$ cat config.mk
export PLATFORM = sky130hd
export DESIGN_NAME = fully_pipelined_subtractor
export DESIGN_NICKNAME = d
export VERILOG_FILES = /design/src/rtl/fully_pipelined_subtractor_pkg.sv /design/src/rtl/fully_pipelined_subtractor_cell.sv /design/src/rtl/fully_pipelined_subtractor.sv
export SDC_FILE = /design/constraint.sdc
export NUM_CORES = 1
export LEC_CHECK = 0
export ABC_AREA = 1
export CORE_MARGIN = 5
export CORE_UTILIZATION = 40
export DETAILED_ROUTE_END_ITERATION = 6
export GPL_TIMING_DRIVEN = 0
export HOLD_SLACK_MARGIN = 0.12
export PLACE_DENSITY = 0.74
export SKIP_CTS_REPAIR_TIMING = 1
export SLEW_MARGIN = 5
export SYNTH_ARGS = -nofsm -noshare
export SYNTH_HDL_FRONTEND = slang
export SYNTH_SLANG_ARGS = --single-unit
$ cat constraint.sdc
create_clock -name clk -period 1.8 [get_ports clk]
set_input_delay 0.27 -clock clk [delete_from_list [all_inputs] [get_ports clk]]
set_output_delay 0.27 -clock clk [all_outputs]
set_load 0.02 [all_outputs]
$ cat src/rtl/fully_pipelined_subtractor_pkg.sv
// rtl/fully_pipelined_subtractor_pkg.sv - bit-level borrow arithmetic shared by the subtractor cells
package fully_pipelined_subtractor_pkg;

    function automatic logic fs_diff(input logic x, input logic y, input logic bi);
        return x ^ y ^ bi;
    endfunction

    // Borrow out of x - y - bi: needed when y exceeds x, or they tie and a borrow arrives.
    function automatic logic fs_borrow(input logic x, input logic y, input logic bi);
        return (~x & y) | (~(x ^ y) & bi);
    endfunction

endpackage

$ cat src/rtl/fully_pipelined_subtractor_cell.sv
// rtl/fully_pipelined_subtractor_cell.sv - combinational one-bit full subtractor
module full_subtractor_cell
    import fully_pipelined_subtractor_pkg::*;
(
    input  logic i_x,
    input  logic i_y,
    input  logic i_bi,
    output logic o_d,
    output logic o_bo
);

    assign o_d  = fs_diff(i_x, i_y, i_bi);
    assign o_bo = fs_borrow(i_x, i_y, i_bi);

endmodule

$ cat src/rtl/fully_pipelined_subtractor.sv
// rtl/fully_pipelined_subtractor.sv - skewed ripple-borrow subtractor, one borrow cell per pipeline stage
module fully_pipelined_subtractor
    import fully_pipelined_subtractor_pkg::*;
#(
    parameter int WIDTH = 4
) (
    input  logic             clk,
    input  logic             rst,
    input  logic             in_valid,
    input  logic [WIDTH-1:0] a,
    input  logic [WIDTH-1:0] b,
    input  logic             bin,
    output logic             out_valid,
    output logic [WIDTH-1:0] d,
    output logic             bout
);

    localparam int LATENCY = WIDTH;

    logic [WIDTH-1:0]   w_x;
    logic [WIDTH-1:0]   w_y;
    logic [WIDTH-1:0]   w_bi;
    logic [WIDTH-1:0]   w_cell_d;
    logic [WIDTH-1:0]   w_cell_bo;
    logic [WIDTH-1:0]   w_d_aligned;
    logic [WIDTH-1:0]   r_diff;
    logic [WIDTH-1:0]   r_borrow;
    logic [LATENCY-1:0] r_valid;

    always_ff @(posedge clk) begin
        if (rst) begin
            r_valid  <= '0;
            r_diff   <= '0;
            r_borrow <= '0;
        end else begin
            r_valid[0] <= in_valid;
            for (int i = 1; i < LATENCY; i++) begin
                r_valid[i] <= r_valid[i-1];
            end
            r_diff   <= w_cell_d;
            r_borrow <= w_cell_bo;
        end
    end

    for (genvar k = 0; k < WIDTH; k++) begin : g_bit
        localparam int DESKEW = WIDTH - 1 - k;

        // Operand bit k waits k cycles so it meets the borrow rippling up from stage k-1.
        if (k == 0) begin : g_head
            assign w_x[k]  = a[k];
            assign w_y[k]  = b[k];
            assign w_bi[k] = bin;
        end else begin : g_skew
            logic r_a_sr [k];
            logic r_b_sr [k];

            always_ff @(posedge clk) begin
                if (rst) begin
                    for (int j = 0; j < k; j++) begin
                        r_a_sr[j] <= 1'b0;
                        r_b_sr[j] <= 1'b0;
                    end
                end else begin
                    r_a_sr[0] <= a[k];
                    r_b_sr[0] <= b[k];
                    for (int j = 1; j < k; j++) begin
                        r_a_sr[j] <= r_a_sr[j-1];
                        r_b_sr[j] <= r_b_sr[j-1];
                    end
                end
            end

            assign w_x[k]  = r_a_sr[k-1];
            assign w_y[k]  = r_b_sr[k-1];
            assign w_bi[k] = r_borrow[k-1];
        end

        full_subtractor_cell u_cell (
            .i_x  (w_x[k]),
            .i_y  (w_y[k]),
            .i_bi (w_bi[k]),
            .o_d  (w_cell_d[k]),
            .o_bo (w_cell_bo[k])
        );

        // Early bits are held back until the top bit of the same operand completes.
        if (DESKEW == 0) begin : g_direct
            assign w_d_aligned[k] = r_diff[k];
        end else begin : g_deskew
            logic r_dsk [DESKEW];

            always_ff @(posedge clk) begin
                if (rst) begin
                    for (int j = 0; j < DESKEW; j++) begin
                        r_dsk[j] <= 1'b0;
                    end
                end else begin
                    r_dsk[0] <= r_diff[k];
                    for (int j = 1; j < DESKEW; j++) begin
                        r_dsk[j] <= r_dsk[j-1];
                    end
                end
            end

            assign w_d_aligned[k] = r_dsk[DESKEW-1];
        end
    end

    assign out_valid = r_valid[LATENCY-1];
    assign d         = w_d_aligned;
    assign bout      = r_borrow[WIDTH-1];

endmodule
==> Word level (Yosys, flattened, before mapping) <==
Memories as Yosys holds them, arrays and structs flattened.
Index checks and enable logic that the tools add are counted.
{ "word_totals": {"regBits": 12, "latchBits": 0, "ram_bits": 18, "mem_bits_ro": 0, "out_inout_bits": 6, "elab_cells": 82, "n_memories": 9} }
{ "mem_list": {"columns": ["memory", "depth", "word_bits", "read_ports", "rd_clocked_by_memory_dff", "wr", "line", "source"], "rows": [
  ["g_bit[0].g_deskew.r_dsk", 3, 1, 3, 0, 3, "fully_pipelined_subtractor.sv:90", "logic r_dsk [DESKEW];"],
  ["g_bit[3].g_skew.r_a_sr", 3, 1, 3, 0, 3, "fully_pipelined_subtractor.sv:54", "logic r_a_sr [k];"],
  ["g_bit[3].g_skew.r_b_sr", 3, 1, 3, 0, 3, "fully_pipelined_subtractor.sv:55", "logic r_b_sr [k];"],
  ["g_bit[1].g_deskew.r_dsk", 2, 1, 2, 0, 2, "fully_pipelined_subtractor.sv:90", null],
  ["g_bit[2].g_skew.r_a_sr", 2, 1, 2, 0, 2, "fully_pipelined_subtractor.sv:54", null],
  ["g_bit[2].g_skew.r_b_sr", 2, 1, 2, 0, 2, "fully_pipelined_subtractor.sv:55", null],
  ["+3 memories", null, null, null, null, null, null, null]
]} }
{ "op_classes": {"addsub": 0, "n_mul": 0, "div_mod_pow": 0, "n_lt_le_gt_ge": 0, "eq_ne": 0, "n_shift": 0, "muxes": 24, "bitwise_logic": 43, "n_reduce_logical": 3} }
{ "op_table": {"columns": ["operator", "count"], "rows": [
  ["1-bit 2-to-1 mux", 24],
  ["1-bit bitwise OR", 19],
  ["1-bit AND", 8],
  ["1-bit NOT", 8],
  ["1-bit XOR", 8],
  ["1-bit OR reduction", 3]
]} }

==> Logic depth before layout (Yosys ltp) <==
Gate-level depths: netlist (run 1).
{ "logic_depth": {"ltp_word": 4, "ltp_mapped": 4, "depth_no_buf": 4} }

==> Modules after synthesis <==
From an unflattened synthesis (run 1), not the netlist that was laid out.
{ "hier_totals": {"hier_cells": 113, "hier_area_um2": 1014.7} }
{ "by_module_without_submodules": {"columns": ["module", "n_inst", "cells_per_inst", "area_per_inst_um2"], "rows": [
  ["fully_pipelined_subtractor", 1, 97, 889.6],
  ["full_subtractor_cell", 4, 4, 31.3]
]} }

==> Worst setup path after synthesis (run 1) <==
No wires, ideal clock.
{ "synth_path": {"path_kind": "register -> register", "startpoint": "memory g_bit[1].g_skew.r_b_sr[0]", "endpoint": "register r_diff[1]", "setup_time_ps": 64, "arrival_time_ps": 940, "required_ps": 1736, "path_slack_ps": 796, "path_stages_with_launch": 5, "path_buffers": 0, "synth_period_minus_slack_ps": 1004, "path_cell_list": "dfxtp_1 > inv_1 > fa_1 > inv_1 > nor2_1"} }
{ "synth_via": {"elab_chain_len": 3} }
{ "synth_lines": {"columns": ["element", "line", "source"], "rows": [
  ["start: declaration", "fully_pipelined_subtractor.sv:55", null],
  ["memory 1 x 1 bit", null, null],
  ["1-bit XOR (2 in a row)", "fully_pipelined_subtractor_pkg.sv:5", "return x ^ y ^ bi;"],
  ["named net g_bit[1].u_cell.o_d", "fully_pipelined_subtractor_cell.sv:8", "output logic o_d,"],
  ["end signal: assignment", "fully_pipelined_subtractor.sv:40", "r_diff <= w_cell_d;"],
  ["end: declaration", "fully_pipelined_subtractor.sv:26", "logic [WIDTH-1:0] r_diff;"]
]} }
The timed path passes the listed nets, and every way through them passes these cells.
A chain may end at the register's enable or synchronous reset.

==> Worst setup path in the final report (run 1) <==
{ "layout_path": {"startpoint": "register r_diff[3]", "endpoint": "output port d[3]"} }
{ "layout_lines": {"columns": ["element", "line", "source"], "rows": [
  ["end: declaration", "fully_pipelined_subtractor.sv:14", "output logic [WIDTH-1:0] d,"]
]} }
No word-level cell between the ends.

==> results of run 1 <==
## report_power, final
group          leakage (nW)  internal, mW  total [mW]  switching [mW]
logic                 0.295        0.0597       0.109          0.0489
clock network        0.0353         0.189       0.397           0.208
registers             0.247         0.698       0.708         0.00942
## final timing paths
check / startpoint / to / slack [ns]
worst min register to register: g_bit[2].g_skew.r_a_sr[0][0]$_SDFF_PP0_ / g_bit[2].g_skew.r_a_sr[0][1]$_SDFF_PP0_ / 0.40
worst max-delay path: r_diff[3]$_SDFF_PP0_ / d[3] / 0.23
worst min-delay path: rst / r_valid[0]$_SDFF_PP0_ / 0.15
worst max register to register: r_borrow[2]$_SDFF_PP0_ / r_diff[3]$_SDFF_PP0_ / 0.72
## cells in the final DEF (no fill, tap or decap)
master	instances
dfxtp_1	30
inv_1	34
clkbuf_8	1
clkinv_2	1
fa_1	4
clkbuf_1	1
buf_6	3
nor2_1	30
buf_4	4
clkbuf_4	5
clkdlybuf4s50_1	16
## metal layers
layer,global-route usage,share of wire
met1,0.0825,0.36
met2,0.164,0.53
met3,0.0414,0.10
met4,0.0570,0
met5,0,0
## metrics by stage
stage                     setup slack, ns  utilization  std cells  total power [mW]
final                               0.234        0.516        159              1.21
after global routing                0.170        0.516        159              1.28
after CTS                           0.207        0.516        159              1.23
after detailed placement            0.336        0.491        151             0.834
after global placement              0.386        0.491        151             0.824
after floorplan                     0.796            -        105             0.787
## kinds of logic after synthesis
group / after synthesis
fa+ha+maj: 4
simple gates: 30
buf+inv: 41
flops: 30
## critical path, cell delays in order, from the launching register on
cell and delay, ns:
dfxtp_1 0.31, buf_4 0.09, clkdlybuf4s50_1 0.59
## cell type report
type / count / area [sq um]
buffer: 7 / 63.8
clock buffer: 7 / 55.1
clock inverter: 1 / 5.00
fill: 243 / 1170
inverter: 34 / 128
multi-input combinational: 34 / 193
sequential: 30 / 601
tap: 30 / 37.5
timing repair buffer: 16 / 160
## flip-flops by register name, summed over array words and instances, names as in the netlist
| signal | flops |
|---|---|
| g_bit.g_deskew.r_dsk | 6 |
| g_bit.g_skew.r_a_sr | 6 |
| g_bit.g_skew.r_b_sr | 6 |
| r_borrow | 4 |
| r_diff | 4 |
| r_valid | 4 |
==> results.cfg, run 1 <==
[outcome]
status = completed

[logic_synthesis]
synth_nets = 121
synth_top_area_share = 0.610
yosys.area_share.adder = 0.0813
synth_warnings = 0
synthTopCellsByArea = dfxtp_1, inv_1, nor2_1, fa_1, buf_6
syn_area_sq_um = 985
synth_area_leader_cell = dfxtp_1
async_flop_share = 0
ys_dominant_reg_cell = dfxtp_1
synth_top_family_by_area = buffers and inverters
synthTopCellsByCount = inv_1, dfxtp_1, nor2_1, buf_4, fa_1
synthXorXnorAreaFrac = 0
synthSimpleGateAreaFrac = 0.114
yosys.cell_count.top_type = inv_1
synth-edff-count = 0
syn_area_per_cell_sq_um = 9.38
synth_compound_area_frac = 0
yosysUniqueCellTypes = 6
synthMuxAreaShare = 0
ys_seq_area_frac = 0.610
syn_inst = 105
synth_seq_cells = 30

[worst_hold_path]
min_path_type = input pin to flop
hold_depth = 2

[global_route]
overflow = 0
grt_pass1_wl_mm = 2.32
first_global_vias = 628
antenna_found_initial = 0
track_usage = 0.0915
grt_start_max_net_pins = 11

[timing]
whs_ns = 0.146
fmax_mhz = 639
finClkSkew_ns = 0.00888
setup-violations-final = 0
fin_crit_ns = 1.57
tightest_slew_ns = 0.213
rsz0062_at_grt = no
fin_crit_sh = 0.870
slew_violations = 0
finalHoldViolCount = 0
setup_tns_ns = 0
max-slew-margin-rel = 0.858

[clocking]
cts_max_level = 2
tritoncts = yes
clkSlewWorstSetupHoldPaths_ns = 0.09
cts_root_buf = clkbuf_4
clock_latency_ns = 0.31
clk_path_buf_depth = 2
clkSinkCount = 30
cts_buffers = 5

[floorplan]
row_count = 18
coreArea_sq_um = 2410
die_y_microns = 59.6
dieArea_sq_um = 3550
initial_core_util = 0.409
ios = 18
die_width_microns = 59.6

[setup_path]
required_ns = 1.53
crit_type = flop to output port
reg2reg_depth = 4
crit_arrival_ns = 1.30
crit_path_start_kind = flop
crit_path_max_fanout = 1
cp-end-kind = output port

[cells_and_area]
fin_area_sq_um = 1240
area_growth_pct = 26.2
num-nets-final = 144
drive_above_1_share = 0.109
antenna_cells = 0

[power_and_ir_drop]
max-vdd-ir-drop_uv = 668
power.density_nw_per_um2 = 977
leakage_nw = 0.577

[place]
io_buffers = 16
dp_hpwl_microns = 929
routabilityCongestion = 0.697
dpl_cell_area_sq_um = 1180

[drt]
vias_per_cell = 3.87
vias = 616
drt-total-wl_mm = 1.28
drc = 0
postRouteAntennaNets = 0
drt_iter0_markers = 4
drtPass1Iterations = 3
wl_per_cell_microns = 8.06

[flow_run]
drv_cap = 0
Power figures use the tool's default switching activity.
==> run 2: changes to the inputs <==
CORE_MARGIN = 1.5   (was 5)
==> results.cfg, run 2 (same netlist as run 1, synthesis figures left out) <==
[drt]
wl_per_cell_microns = 7.03
drt-total-wl_mm = 1.10
drt_iter0_markers = 1
drc = 0
vias_per_cell = 3.71
vias = 582
postRouteAntennaNets = 0
drtPass1Iterations = 2

[global_route]
grt_pass1_wl_mm = 1.95
grt_use_met1 = 0.0934
antenna_found_initial = 0
first_global_vias = 518
overflow = 0
grt_start_max_net_pins = 11
busiest_layer = met2
use_met2 = 0.175
track_usage = 0.109
use_met3 = 0.0600

[floorplan]
coreArea_sq_um = 2280
die_y_microns = 52.6
row_count = 17
ios = 18
dieArea_sq_um = 2770
initial_core_util = 0.433
die_width_microns = 52.6

[clocking]
cts_buffers = 5
tritoncts = yes
clock_latency_ns = 0.32
clkSlewWorstSetupHoldPaths_ns = 0.09
clkSinkCount = 30
cts_max_level = 2
clk_path_buf_depth = 2
cts_root_buf = clkbuf_4

[setup_path]
slowest_delay_ns = 0.58
crit_path_max_fanout = 1
cp_num_buf_inv = 2
cp_cell_sequence = buf_4 -> clkdlybuf4s50_1
required_ns = 1.53
crit_family = buffers and inverters
crit_type = flop to output port
crit_path_start_kind = flop
cpMaxStageDelayCell = clkdlybuf4s50_1
cp-end-kind = output port
crit_arrival_ns = 1.30

[cells_and_area]
final_common_cell = inv_1
drive_above_1_share = 0.116
final_cells = 157
antenna_cells = 0
layout_common_cells = inv_1, nor2_1, dfxtp_1
fillers = 201
area_growth_pct = 27.7
top_regs = g_bit.g_deskew.r_dsk: 6 flops, g_bit.g_skew.r_a_sr: 6 flops, g_bit.g_skew.r_b_sr: 6 flops
num-nets-final = 144

[timing]
setup-violations-final = 0
finClkSkew_ns = 0.00406
tightest_slew_ns = 0.213
finalHoldViolCount = 0
setup_tns_ns = 0
fin_crit_sh = 0.874
max-slew-margin-rel = 0.857
rsz0062_at_grt = no
worst_slack_ns = 0.226
whs_ns = 0.147
slew_violations = 0
fmax_mhz = 635
fin_crit_ns = 1.57

[worst_hold_path]
min_path_type = input pin to flop

[place]
routabilityCongestion = 0.705
pre_cts_slack_ns = 0.369
dp_hpwl_microns = 760
dp.cells = 149
io_buffers = 16

[power_and_ir_drop]
max-vdd-ir-drop_uv = 717
leakage_nw = 0.587
power.density_nw_per_um2 = 1050

[flow_run]
drv_cap = 0

[outcome]
status = completed
-- run 2: cell types whose count changed in the layout (fill, tap and decap cells not counted) --
| cell | delta |
|---|---|
| clkinv_2 | +1 |
| clkbuf_8 | -1 |
| clkbuf_1 | -1 |
| bufinv_16 | +1 |
-- run 2: per-layer routing --
metal,share of wire,vias to the layer above,wire length [microns]
met4,0.023,0,25
met2,0.48,20,534
met1,0.42,236,458
met5,0,-,0
met3,0.076,3,84
li1,-,323,-
-- run 2: metrics by stage --
stage,instance area (sq um),utilization,power (mW)
after global routing,1260,0.553,1.38
after floorplan,985,-,0.787
final,1260,0.553,1.31
after CTS,1260,0.553,1.33
after global placement,1180,0.518,0.824
after detailed placement,1180,0.518,0.830
-- run 2: final timing paths --
path                            cells past startpoint  slack, ns                                startpoint                                  endpoint
worst max-delay path                                2       0.23  g_bit[0].g_deskew.r_dsk[0][2]$_SDFF_PP0_                                      d[0]
worst max register to register                      4       0.75      g_bit[1].g_skew.r_b_sr[0]$_SDFF_PP0_                      r_diff[1]$_SDFF_PP0_
worst min register to register                      2       0.40  g_bit[1].g_deskew.r_dsk[0][0]$_SDFF_PP0_  g_bit[1].g_deskew.r_dsk[0][1]$_SDFF_PP0_
worst min-delay path                                2       0.15                                       rst      g_bit[1].g_skew.r_b_sr[0]$_SDFF_PP0_
-- run 2: report_power, final --
group / switching [mW] / internal [mW]
Clock: 0.215 / 0.287
Sequential: 0.00860 / 0.698
Combinational: 0.0470 / 0.0585
Total: 0.271 / 1.04
-- run 2: cell type report --
| cell class | count | area [sq um] | area share |
|---|---|---|---|
| clock buffers | 5 | 37.5 | 0.0299 |
| repair buffers | 16 | 160 | 0.127 |
| inverters | 34 | 128 | 0.101 |
| flip-flops and latches | 30 | 601 | 0.478 |
| multi-input cells | 34 | 193 | 0.153 |
| plain buffers | 7 | 63.8 | 0.0507 |
| well taps | 28 | 35.0 | 0.0279 |
| clock inverters | 3 | 40.0 | 0.0318 |
-- run 2: worst register-to-register path, stage by stage (launching register included) --
cell and delay, ns:
dfxtp_1 0.32, inv_1 0.05, fa_1 0.53, inv_1 0.04, nor2_1 0.06
==> run 3: changes to the inputs <==
--- a/config.mk
+++ b/config.mk
@@ -12,8 +12,9 @@
 export GPL_TIMING_DRIVEN = 0
 export HOLD_SLACK_MARGIN = 0.12
-export PLACE_DENSITY = 0.74
+export PLACE_DENSITY = 0.73
 export SKIP_CTS_REPAIR_TIMING = 1
 export SLEW_MARGIN = 5
 export SYNTH_ARGS = -nofsm -noshare
 export SYNTH_HDL_FRONTEND = slang
+export SYNTH_HIERARCHICAL = 1
 export SYNTH_SLANG_ARGS = --single-unit
==> constraint.sdc (replaced) <==
create_clock -name clk -period 1.8 [get_ports clk]
set_input_delay 0.27 -clock clk [delete_from_list [all_inputs] [get_ports clk]]
set_output_delay 0.27 -clock clk [all_outputs]
set_load 0.01 [all_outputs]
==> results.cfg, run 3 <==
[setup_path]
slowest_delay_ns = 0.51
rrSetupSlack_ns = 0.76
cp_cell_sequence = buf_4 -> clkdlybuf4s50_1
cp_num_buf_inv = 2
reg2reg_depth = 4
crit_family = buffers and inverters
required_ns = 1.53
crit_type = flop to output port
cp-end-kind = output port
crit_arrival_ns = 1.23
crit_path_start_kind = flop
worst_r2r_endpoint = r_diff[3]$_SDFF_PP0_
cpMaxStageDelayCell = clkdlybuf4s50_1
crit_path_max_fanout = 1
r2r-start = g_bit[3].g_skew.r_b_sr[0][2]$_SDFF_PP0_

[clocking]
cts_max_level = 2
clock_latency_ns = 0.32
tritoncts = yes
cts_root_buf = clkbuf_4
clk_path_buf_depth = 2
clkSlewWorstSetupHoldPaths_ns = 0.09
cts_buffers = 5
clkSinkCount = 30

[floorplan]
dieArea_sq_um = 2850
initial_core_util = 0.417
row_count = 18
coreArea_sq_um = 2430
die_width_microns = 53.4
die_y_microns = 53.4
ios = 18

[drt]
postRouteAntennaNets = 0
vias_per_cell = 3.80
vias = 635
drc = 0
wl_per_cell_microns = 7.49
drt-total-wl_mm = 1.25
drtPass1Iterations = 4
drt_iter0_markers = 3

[global_route]
grt_start_max_net_pins = 11
grt_pass1_wl_mm = 2.10
antenna_found_initial = 0
overflow = 0
first_global_vias = 567
track_usage = 0.115

[worst_hold_path]
worstHoldStart = rst
hold_depth = 2
min_to = r_valid[3]$_SDFF_PP0_
min_path_type = input pin to flop

[logic_synthesis]
synthTopCellsByArea = dfxtp_1, inv_1, nor2_1, fa_1, buf_6
ys_seq_area_frac = 0.592
synth_nets = 129
synth_seq_cells = 30
syn_area_per_cell_sq_um = 8.98
yosys.cell_count.top_type = inv_1
synth_top_area_share = 0.592
synthTopCellsByCount = inv_1, dfxtp_1, nor2_1, buf_4, fa_1
syn_area_sq_um = 1010
ys_dominant_reg_cell = dfxtp_1
synth-edff-count = 0
syn_inst = 113
async_flop_share = 0
synth_area_leader_cell = dfxtp_1
synth_warnings = 6
yosysUniqueCellTypes = 6

[place]
io_buffers = 16
dp_hpwl_microns = 921
pre_cts_slack_ns = 0.338
routabilityCongestion = 0.679

[timing]
setup-violations-final = 0
fin_crit_sh = 0.835
finClkSkew_ns = 0.00503
worst_slack_ns = 0.297
fin_crit_ns = 1.50
slew_violations = 0
whs_ns = 0.144
finalHoldViolCount = 0
max-slew-margin-rel = 0.921
setup_tns_ns = 0
tightest_slew_ns = 0.119
fmax_mhz = 665
rsz0062_at_grt = no

[cells_and_area]
num-nets-final = 152
area_growth_pct = 27.3
top_regs = g_bit.g_deskew.r_dsk: 6 flops, g_bit.g_skew.r_a_sr: 6 flops, g_bit.g_skew.r_b_sr: 6 flops
drive_above_1_share = 0.109
final_common_cell = inv_1
antenna_cells = 0
final_core_util = 0.531
layout_common_cells = inv_1, nor2_1, dfxtp_1

[power_and_ir_drop]
power.density_nw_per_um2 = 999
max-vdd-ir-drop_uv = 519
finalPower_mw = 1.29
leakage_nw = 0.629

[outcome]
status = completed

[flow_run]
drv_cap = 0
==> run 3: how the worst max path moves through the flow <==
stage,start,to,slack [ns],depth (start not counted)
finish,r_diff[3]$_SDFF_PP0_,d[3],0.30,2
global route,g_bit[2].g_deskew.r_dsk[0]$_SDFF_PP0_,d[2],0.23,2
CTS,r_diff[3]$_SDFF_PP0_,d[3],0.27,2
detailed placement,b[0],r_diff[0]$_SDFF_PP0_,0.34,5
global placement,b[0],r_diff[0]$_SDFF_PP0_,0.38,5
floorplan,g_bit[1].g_skew.r_a_sr[0]$_SDFF_PP0_,r_diff[1]$_SDFF_PP0_,0.83,3
==> run 3: cell families (layout without fill, tap and decap cells) <==
| group | after synthesis | after routing | synth area share |
|---|---|---|---|
| buffers and inverters | 49 | 73 | 0.218 |
| DFF | 30 | 30 | 0.592 |
| and+or+nand+nor | 30 | 30 | 0.111 |
| adders and majority gates | 4 | 4 | 0.0789 |
==> run 3: per-stage QoR <==
step | instances | area, sq um
after floorplan | 113 | 1010
after global placement | 159 | 1210
after detailed placement | 159 | 1210
after CTS | 167 | 1290
after global routing | 167 | 1290
final | 167 | 1290
==> run 3: layer usage <==
| metal | global-route usage | up-vias | share of wire |
|---|---|---|---|
| met3 | 0.0621 | 5 | 0.089 |
| met2 | 0.189 | 21 | 0.52 |
| met1 | 0.0986 | 272 | 0.36 |
| met4 | 0.103 | 0 | 0.033 |
| met5 | 0 | - | 0 |
| li1 | - | 337 | - |
==> run 3: area by class of cell <==
type	count	area [sq um]
clock buffers	8	78.8
inverters	42	158
repair buffers	16	160
fillers	230	1140
well taps	30	37.5
plain buffers	7	63.8
flip-flops and latches	30	601
multi-input cells	34	193
==> run 3: where the power goes <==
| part | switching, mW | internal (mW) |
|---|---|---|
| logic | 0.0467 | 0.0614 |
| registers | 0.00930 | 0.698 |
| clock network | 0.208 | 0.267 |
